<file path="config.mk">
export PLATFORM = sky130hd
export DESIGN_NAME = cla_4bit
export DESIGN_NICKNAME = d
export VERILOG_FILES = /design/src/rtl/cla_4bit.sv
export SDC_FILE = /design/constraint.sdc
export NUM_CORES = 1
export LEC_CHECK = 0
export CAP_MARGIN = 15
export CORE_UTILIZATION = 25
export CTS_BUF_LIST = sky130_fd_sc_hd__clkbuf_4
export CTS_CLUSTER_SIZE = 28
export DETAILED_ROUTE_END_ITERATION = 10
export GPL_ROUTABILITY_DRIVEN = 0
export PLACE_DENSITY = 0.61
export SLEW_MARGIN = 20
export SYNTH_ARGS = -nofsm -noshare
export SYNTH_HDL_FRONTEND = slang
export SYNTH_SLANG_ARGS = --single-unit
</file>
<file path="constraint.sdc">
create_clock -name clk -period 1.12 [get_ports clk]
set_clock_uncertainty 0.1 [all_clocks]
set_input_delay 0.224 -clock clk [delete_from_list [all_inputs] [get_ports clk]]
set_output_delay 0.224 -clock clk [all_outputs]
set_load 0.02 [all_outputs]
</file>
<file path="src/rtl/cla_4bit.sv">
// cla_4bit: registered 4-bit carry-lookahead adder.
//
// Captures a, b and cin on a rising clock edge whenever in_valid is high and
// presents the sum, carry-out, signed overflow and group propagate/generate
// one cycle later with out_valid high for that single cycle. When in_valid is
// low, out_valid drops and the result registers keep their previous values.
//
// Ports:
//   clk       in   1  clock, all state updates on the rising edge
//   rst       in   1  asynchronous active-high reset, clears every output
//   in_valid  in   1  qualifies a, b, cin for capture
//   a, b      in   4  addends (unsigned or two's complement)
//   cin       in   1  carry-in
//   out_valid out  1  high for one cycle per registered result
//   sum       out  4  (a+b+cin) mod 16
//   cout      out  1  bit 4 of a+b+cin
//   ovf       out  1  signed overflow (c4 ^ c3)
//   pg        out  1  group propagate
//   gg        out  1  group generate (independent of cin)
module cla_4bit (
  input  logic       clk,
  input  logic       rst,
  input  logic       in_valid,
  input  logic [3:0] a,
  input  logic [3:0] b,
  input  logic       cin,
  output logic       out_valid,
  output logic [3:0] sum,
  output logic       cout,
  output logic       ovf,
  output logic       pg,
  output logic       gg
);

  logic [3:0] w_p;
  logic [3:0] w_g;
  logic [4:0] w_c;
  logic [3:0] w_sum;
  logic       w_pg;
  logic       w_gg;
  logic       w_ovf;

  logic       r_outValid;
  logic [3:0] r_sum;
  logic       r_cout;
  logic       r_ovf;
  logic       r_pg;
  logic       r_gg;

  // Per-bit propagate and generate terms.
  assign w_p = a ^ b;
  assign w_g = a & b;

  // Every carry is a flat sum of products of the bit terms and cin, so no
  // carry depends on another carry and there is no ripple chain.
  always_comb begin
    w_c[0] = cin;
    w_c[1] = w_g[0]
           | (w_p[0] & cin);
    w_c[2] = w_g[1]
           | (w_p[1] & w_g[0])
           | (w_p[1] & w_p[0] & cin);
    w_c[3] = w_g[2]
           | (w_p[2] & w_g[1])
           | (w_p[2] & w_p[1] & w_g[0])
           | (w_p[2] & w_p[1] & w_p[0] & cin);
    w_c[4] = w_g[3]
           | (w_p[3] & w_g[2])
           | (w_p[3] & w_p[2] & w_g[1])
           | (w_p[3] & w_p[2] & w_p[1] & w_g[0])
           | (w_p[3] & w_p[2] & w_p[1] & w_p[0] & cin);
  end

  assign w_sum = w_p ^ w_c[3:0];
  assign w_pg  = &w_p;
  // Group generate is the carry-out with cin forced to zero.
  assign w_gg  = w_g[3]
               | (w_p[3] & w_g[2])
               | (w_p[3] & w_p[2] & w_g[1])
               | (w_p[3] & w_p[2] & w_p[1] & w_g[0]);
  // Carries into and out of the sign bit disagree exactly on signed overflow.
  assign w_ovf = w_c[4] ^ w_c[3];

  // Result registers load only on a valid capture; out_valid tracks in_valid
  // so it is a single-cycle strobe per result. Reset clears everything,
  // which also discards any capture that coincides with reset.
  always_ff @(posedge clk or posedge rst) begin
    if (rst) begin
      r_outValid <= 1'b0;
      r_sum      <= 4'd0;
      r_cout     <= 1'b0;
      r_ovf      <= 1'b0;
      r_pg       <= 1'b0;
      r_gg       <= 1'b0;
    end else begin
      r_outValid <= in_valid;
      if (in_valid) begin
        r_sum  <= w_sum;
        r_cout <= w_c[4];
        r_ovf  <= w_ovf;
        r_pg   <= w_pg;
        r_gg   <= w_gg;
      end
    end
  end

  assign out_valid = r_outValid;
  assign sum       = r_sum;
  assign cout      = r_cout;
  assign ovf       = r_ovf;
  assign pg        = r_pg;
  assign gg        = r_gg;

endmodule

</file>
After elaboration in Yosys (flattened, before gate mapping)
Cells that the tools add are included.

operators by class
  bitwise logic cells = 30
  reductions and logical operators = 1

operators with widths
  operator             count
  1-bit AND            16
  1-bit bitwise OR     10
  4-bit bitwise XOR    2
  4-bit AND            1
  4-bit AND reduction  1
  1-bit bitwise XOR    1

word-level totals
  logic and storage cells = 37
  output and inout port bits = 9
  bits in registers = 9

Longest topological paths before layout
Gate-level depths: netlist of run 1.

  depth after elaboration = 7
  depth in mapped cells = 5
  mapped depth without buffers = 4

Least setup slack after synthesis of run 1
No wires, ideal clock.

  path type = input -> register
  start point = in a[3]
  end point = reg r_sum[3] (netlist: sum[3])
  required time = 0.951 ns
  path slack = -0.289 ns
  data arrival time = 1.240 ns
  stages on the path = 4
  cells stage by stage = ha_1 > clkbuf_1 > or4_1 > nand3_1

on the way
  longest elaborated chain between the ends = 2

RTL lines
  element               line  source
  from (decl)           24    input logic [3:0] a,
  4-bit bitwise XOR     51    assign w_p = a ^ b;
  4-bit bitwise XOR     74    assign w_sum = w_p ^ w_c[3:0];
  to (signal assigned)  98    r_sum <= w_sum;
  to (decl)             44    logic [3:0] r_sum;

No other way between the ends.
A chain may end at the register's enable or synchronous reset.

Worst setup path after layout of run 1
  start point = in b[0]
  end point = reg r_sum[3] (netlist: sum[3])

on the way
  longest elaborated chain between the ends = 5

RTL lines
  element                                                line    source
  from (decl)                                            25      input logic [3:0] b,
  4-bit AND / 4-bit bitwise XOR (equally long branches)  52, 51
  1-bit AND, on equally long branches                    65, 66
  1-bit bitwise OR / 1-bit AND (equally long branches)   65, 66
  1-bit bitwise OR (*)                                   66      | (w_p[2] & w_p[1] & w_p[0] & cin);
  4-bit bitwise XOR (*)                                  74

Every way passes the cells marked *; elsewhere a longest branch is shown, timed or not.

==> results of run 1 <==
[power by group]
group          total (mW)  internal, mW  switching, mW
registers           0.402         0.371         0.0311
logic               0.559         0.323          0.237
clock network       0.266         0.161          0.105
total                1.23         0.854          0.373
[layer usage]
| metal | track usage (%) | vias up | routed length [µm] |
|---|---|---|---|
| met3 | 0.943 | 4 | 35 |
| met2 | 23.4 | 16 | 763 |
| li1 | - | 293 | - |
| met5 | 0 | - | 0 |
| met1 | 18.4 | 275 | 705 |
| met4 | 12.3 | 0 | 43 |
[critical path, stage by stage]
cell and delay [ns]:
buf_8 0.10, ha_4 0.28, a211oi_4 0.06, or4_1 0.47, nand3_1 0.10
[kinds of logic after synthesis]
| kind of cell | count (synthesis) |
|---|---|
| mux | 2 |
| simple gates | 12 |
| compound gates | 19 |
| fa+ha+maj | 5 |
| buf+inv | 6 |
| xor+xnor | 1 |
| flops | 9 |
[final timing paths]
path	to	slack [ns]
worst max-delay path	sum[3]	-0.02
worst max register to register	sum[3]	0.05
min in group clk	cout	0.31
worst min-delay path	ovf	0.12
max in group asynchronous	sum[1]	0.55
worst min register to register	sum[0]	0.45
[per-stage QoR]
| stage | cell area (µm²) | hold WS, ns | setup TNS (ns) | worst slack [ns] |
|---|---|---|---|---|
| after floorplan | 612 | -0.0481 | -0.239 | -0.197 |
| after global placement | 962 | 0.395 | -5.87 | -0.663 |
| after detailed placement | 962 | 0.400 | -6.27 | -0.705 |
| after CTS | 1050 | 0.127 | -0.0826 | -0.0557 |
| after global routing | 1070 | 0.170 | -0.124 | -0.0329 |
| final | 1070 | 0.123 | -0.0236 | -0.0229 |
[area by class of cell]
| type | instances | area share (%) |
|---|---|---|
| Multi-Input combinational cell | 39 | 37.1 |
| Inverter | 4 | 1.40 |
| Sequential cell | 9 | 21.0 |
| Timing Repair Buffer | 44 | 34.5 |
| Tap cell | 27 | 3.15 |
| Clock buffer | 4 | 2.80 |
[flip-flops by register name, summed over array words and instances (netlist names)]
register and cells:
cout 1, gg 1, out_valid 1, ovf 1, pg 1, sum 4
[cells in the final DEF (no fill, tap or decap), types with 2 or more instances in the layout]
master	count
ha_4	4
dfrtp_1	9
nand3_1	4
clkbuf_2	3
clkbuf_4	4
a21o_1	2
o21ai_0	2
nand2_1	3
buf_4	21
nor2_1	2
inv_1	3
buf_8	2
buf_6	11
a21oi_1	2
buf_2	5
[what timing repair did]
action | 4_1_cts | 5_1_grt
pin swaps | 10 | 11
hold endpoints to repair | 0 | 0
gates resized for setup | 85 | 18
setup endpoints to repair | 17 | 15
buffers inserted | 4 | 2
==> flow_metrics.env, run 1 <==
export IMPL_status="complete, but fails checks"
export IMPL_violations="negative setup slack"
export IMPL_setup_worst_path_end_class="register"
export IMPL_finalWirelength_um=1550
export IMPL_hold_class="primary input to async pin"
export IMPL_synthTopCellsByArea="dfrtp_1 (41%), ha_1 (9.2%), fa_1 (3.7%)"
export IMPL_path_clk_slew_ns=0.06
export IMPL_synth_largest_area_cell="dfrtp_1"
export IMPL_synth_top_family_by_area="compound AO/OA/AOI/OAI gates"
export IMPL_synth_compound_area_share_pct=25.2
export IMPL_ys_async_sr_fraction_pct=100
export IMPL_fmax_mhz=875
export IMPL_synthMuxAreaShare_pct=3.89
export IMPL_critPathKind="primary input to register"
export IMPL_synth_seq_cells=9
export IMPL_syn_area_per_cell_um2=10.1
export IMPL_drtIter0Drc=3
export IMPL_synth_simple_area_share_pct=11.0
export IMPL_first_global_vias=589
export IMPL_grt_pass1_wl_um=2590
export IMPL_syn_inst=54
export IMPL_clk_path_buf_depth=2
export IMPL_cts_hold_buffers=0
export IMPL_final_nets=118
export IMPL_core_area_um2=2000
export IMPL_worst_path_max_fanout=3
export IMPL_final_cells=127
export IMPL_netlist_area_um2=547
export IMPL_synthFlopType="dfrtp_1"
export IMPL_avgRoutedWirePerCell_um=12.2
export IMPL_grt_antenna_before_repair=0
export IMPL_numPlacedInstances=117
export IMPL_drv_cap=0
export IMPL_yosysSeqAreaShare_pct=41.2
export IMPL_yosys_area_share_xor_xnor_pct=1.60
export IMPL_port_buffers=20
export IMPL_drive_above_1_share_pct=59.0
export IMPL_groute_usage_overall_pct=14.8
export IMPL_synth_warnings=0
export IMPL_period_share_pct=102
export IMPL_clock_latency_ns=0.26
export IMPL_register_area_um2=225
export IMPL_synth_top_cells_by_count="dfrtp_1 (9), ha_1 (4), nand3_1 (4)"
export IMPL_cts_tree="done"
export IMPL_fin_crit_ns=1.14
export IMPL_power_total_mw=1.23
export IMPL_area_delta_synth_final_pct=96.1
export IMPL_ant_nets=0
export IMPL_finalSetupViolCount=2
export IMPL_yosys_area_share_adder_pct=12.8
export IMPL_yosysMostFrequentCell="dfrtp_1"
export IMPL_finalMaxSlewViolations=0
export IMPL_critPathLaunch="b[0]"
export IMPL_grt_overflow_total=0
export IMPL_vdd_drop_max_mv=0.523
export IMPL_fill_cells=182
export IMPL_syn_nets=71
export IMPL_p_leak_nw=0.502
export IMPL_die_w_um=48.8
export IMPL_ff2ff_path_depth=4
export IMPL_antenna_cells=0
export IMPL_r2r_start="sum[3]"
export IMPL_crit_arrival_ns=1.24
export IMPL_cts_sinks=9
export IMPL_io_pins=21
export IMPL_row_count=16
export IMPL_cp_required_ns=1.21
export IMPL_slew_headroom_pct=78.3
export IMPL_rsz0062_at_grt="yes"
export IMPL_synth_edf_count=0
export IMPL_die_y_um=48.8
export IMPL_synth_cell_types=29
export IMPL_start_util_pct=27.3
export IMPL_vias=588
export IMPL_cts_htree_levels=1
export IMPL_hold_violations=0
export IMPL_multi_input_comb_area_um2=398
export IMPL_yosysTopAreaCellShare_pct=41.2
export IMPL_power_density_nw_per_um2=1140
export IMPL_cts_buffers=3
export IMPL_cp_start_kind="primary input"
export IMPL_fin_util_pct=53.6
export IMPL_avgViaCountPerCell=4.63
export IMPL_fp_dieArea_um2=2380
export IMPL_tightest_slew_ns=0.325
export IMPL_drcViolationCount=0
export IMPL_cts_root_buf="clkbuf_4"
export IMPL_setup_slack_ns=-0.0229
export IMPL_grt_start_max_net_pins=10
export IMPL_dp_hpwl_um=1150
export IMPL_drtPass1Iterations=4
(Power assumes the default switching activity.)
==> run 2: changes to the inputs <==
--- a/config.mk
+++ b/config.mk
@@ -8,6 +8,7 @@
 export CAP_MARGIN = 15
 export CORE_UTILIZATION = 25
 export CTS_BUF_LIST = sky130_fd_sc_hd__clkbuf_4
+export CTS_CLUSTER_DIAMETER = 30
 export CTS_CLUSTER_SIZE = 28
 export DETAILED_ROUTE_END_ITERATION = 10
 export GPL_ROUTABILITY_DRIVEN = 0
==> results of run 2 <==
Final layout, timing and power as in run 1 (identical DEF).
==> run 3: changes to the inputs <==
--- a/config.mk
+++ b/config.mk
@@ -5,6 +5,7 @@
 export SDC_FILE = /design/constraint.sdc
 export NUM_CORES = 1
 export LEC_CHECK = 0
+export ABC_CLOCK_PERIOD_IN_PS = 1120
 export CAP_MARGIN = 15
 export CORE_UTILIZATION = 25
 export CTS_BUF_LIST = sky130_fd_sc_hd__clkbuf_4
==> results of run 3 <==
Final layout, timing and power as in run 1 (identical DEF).
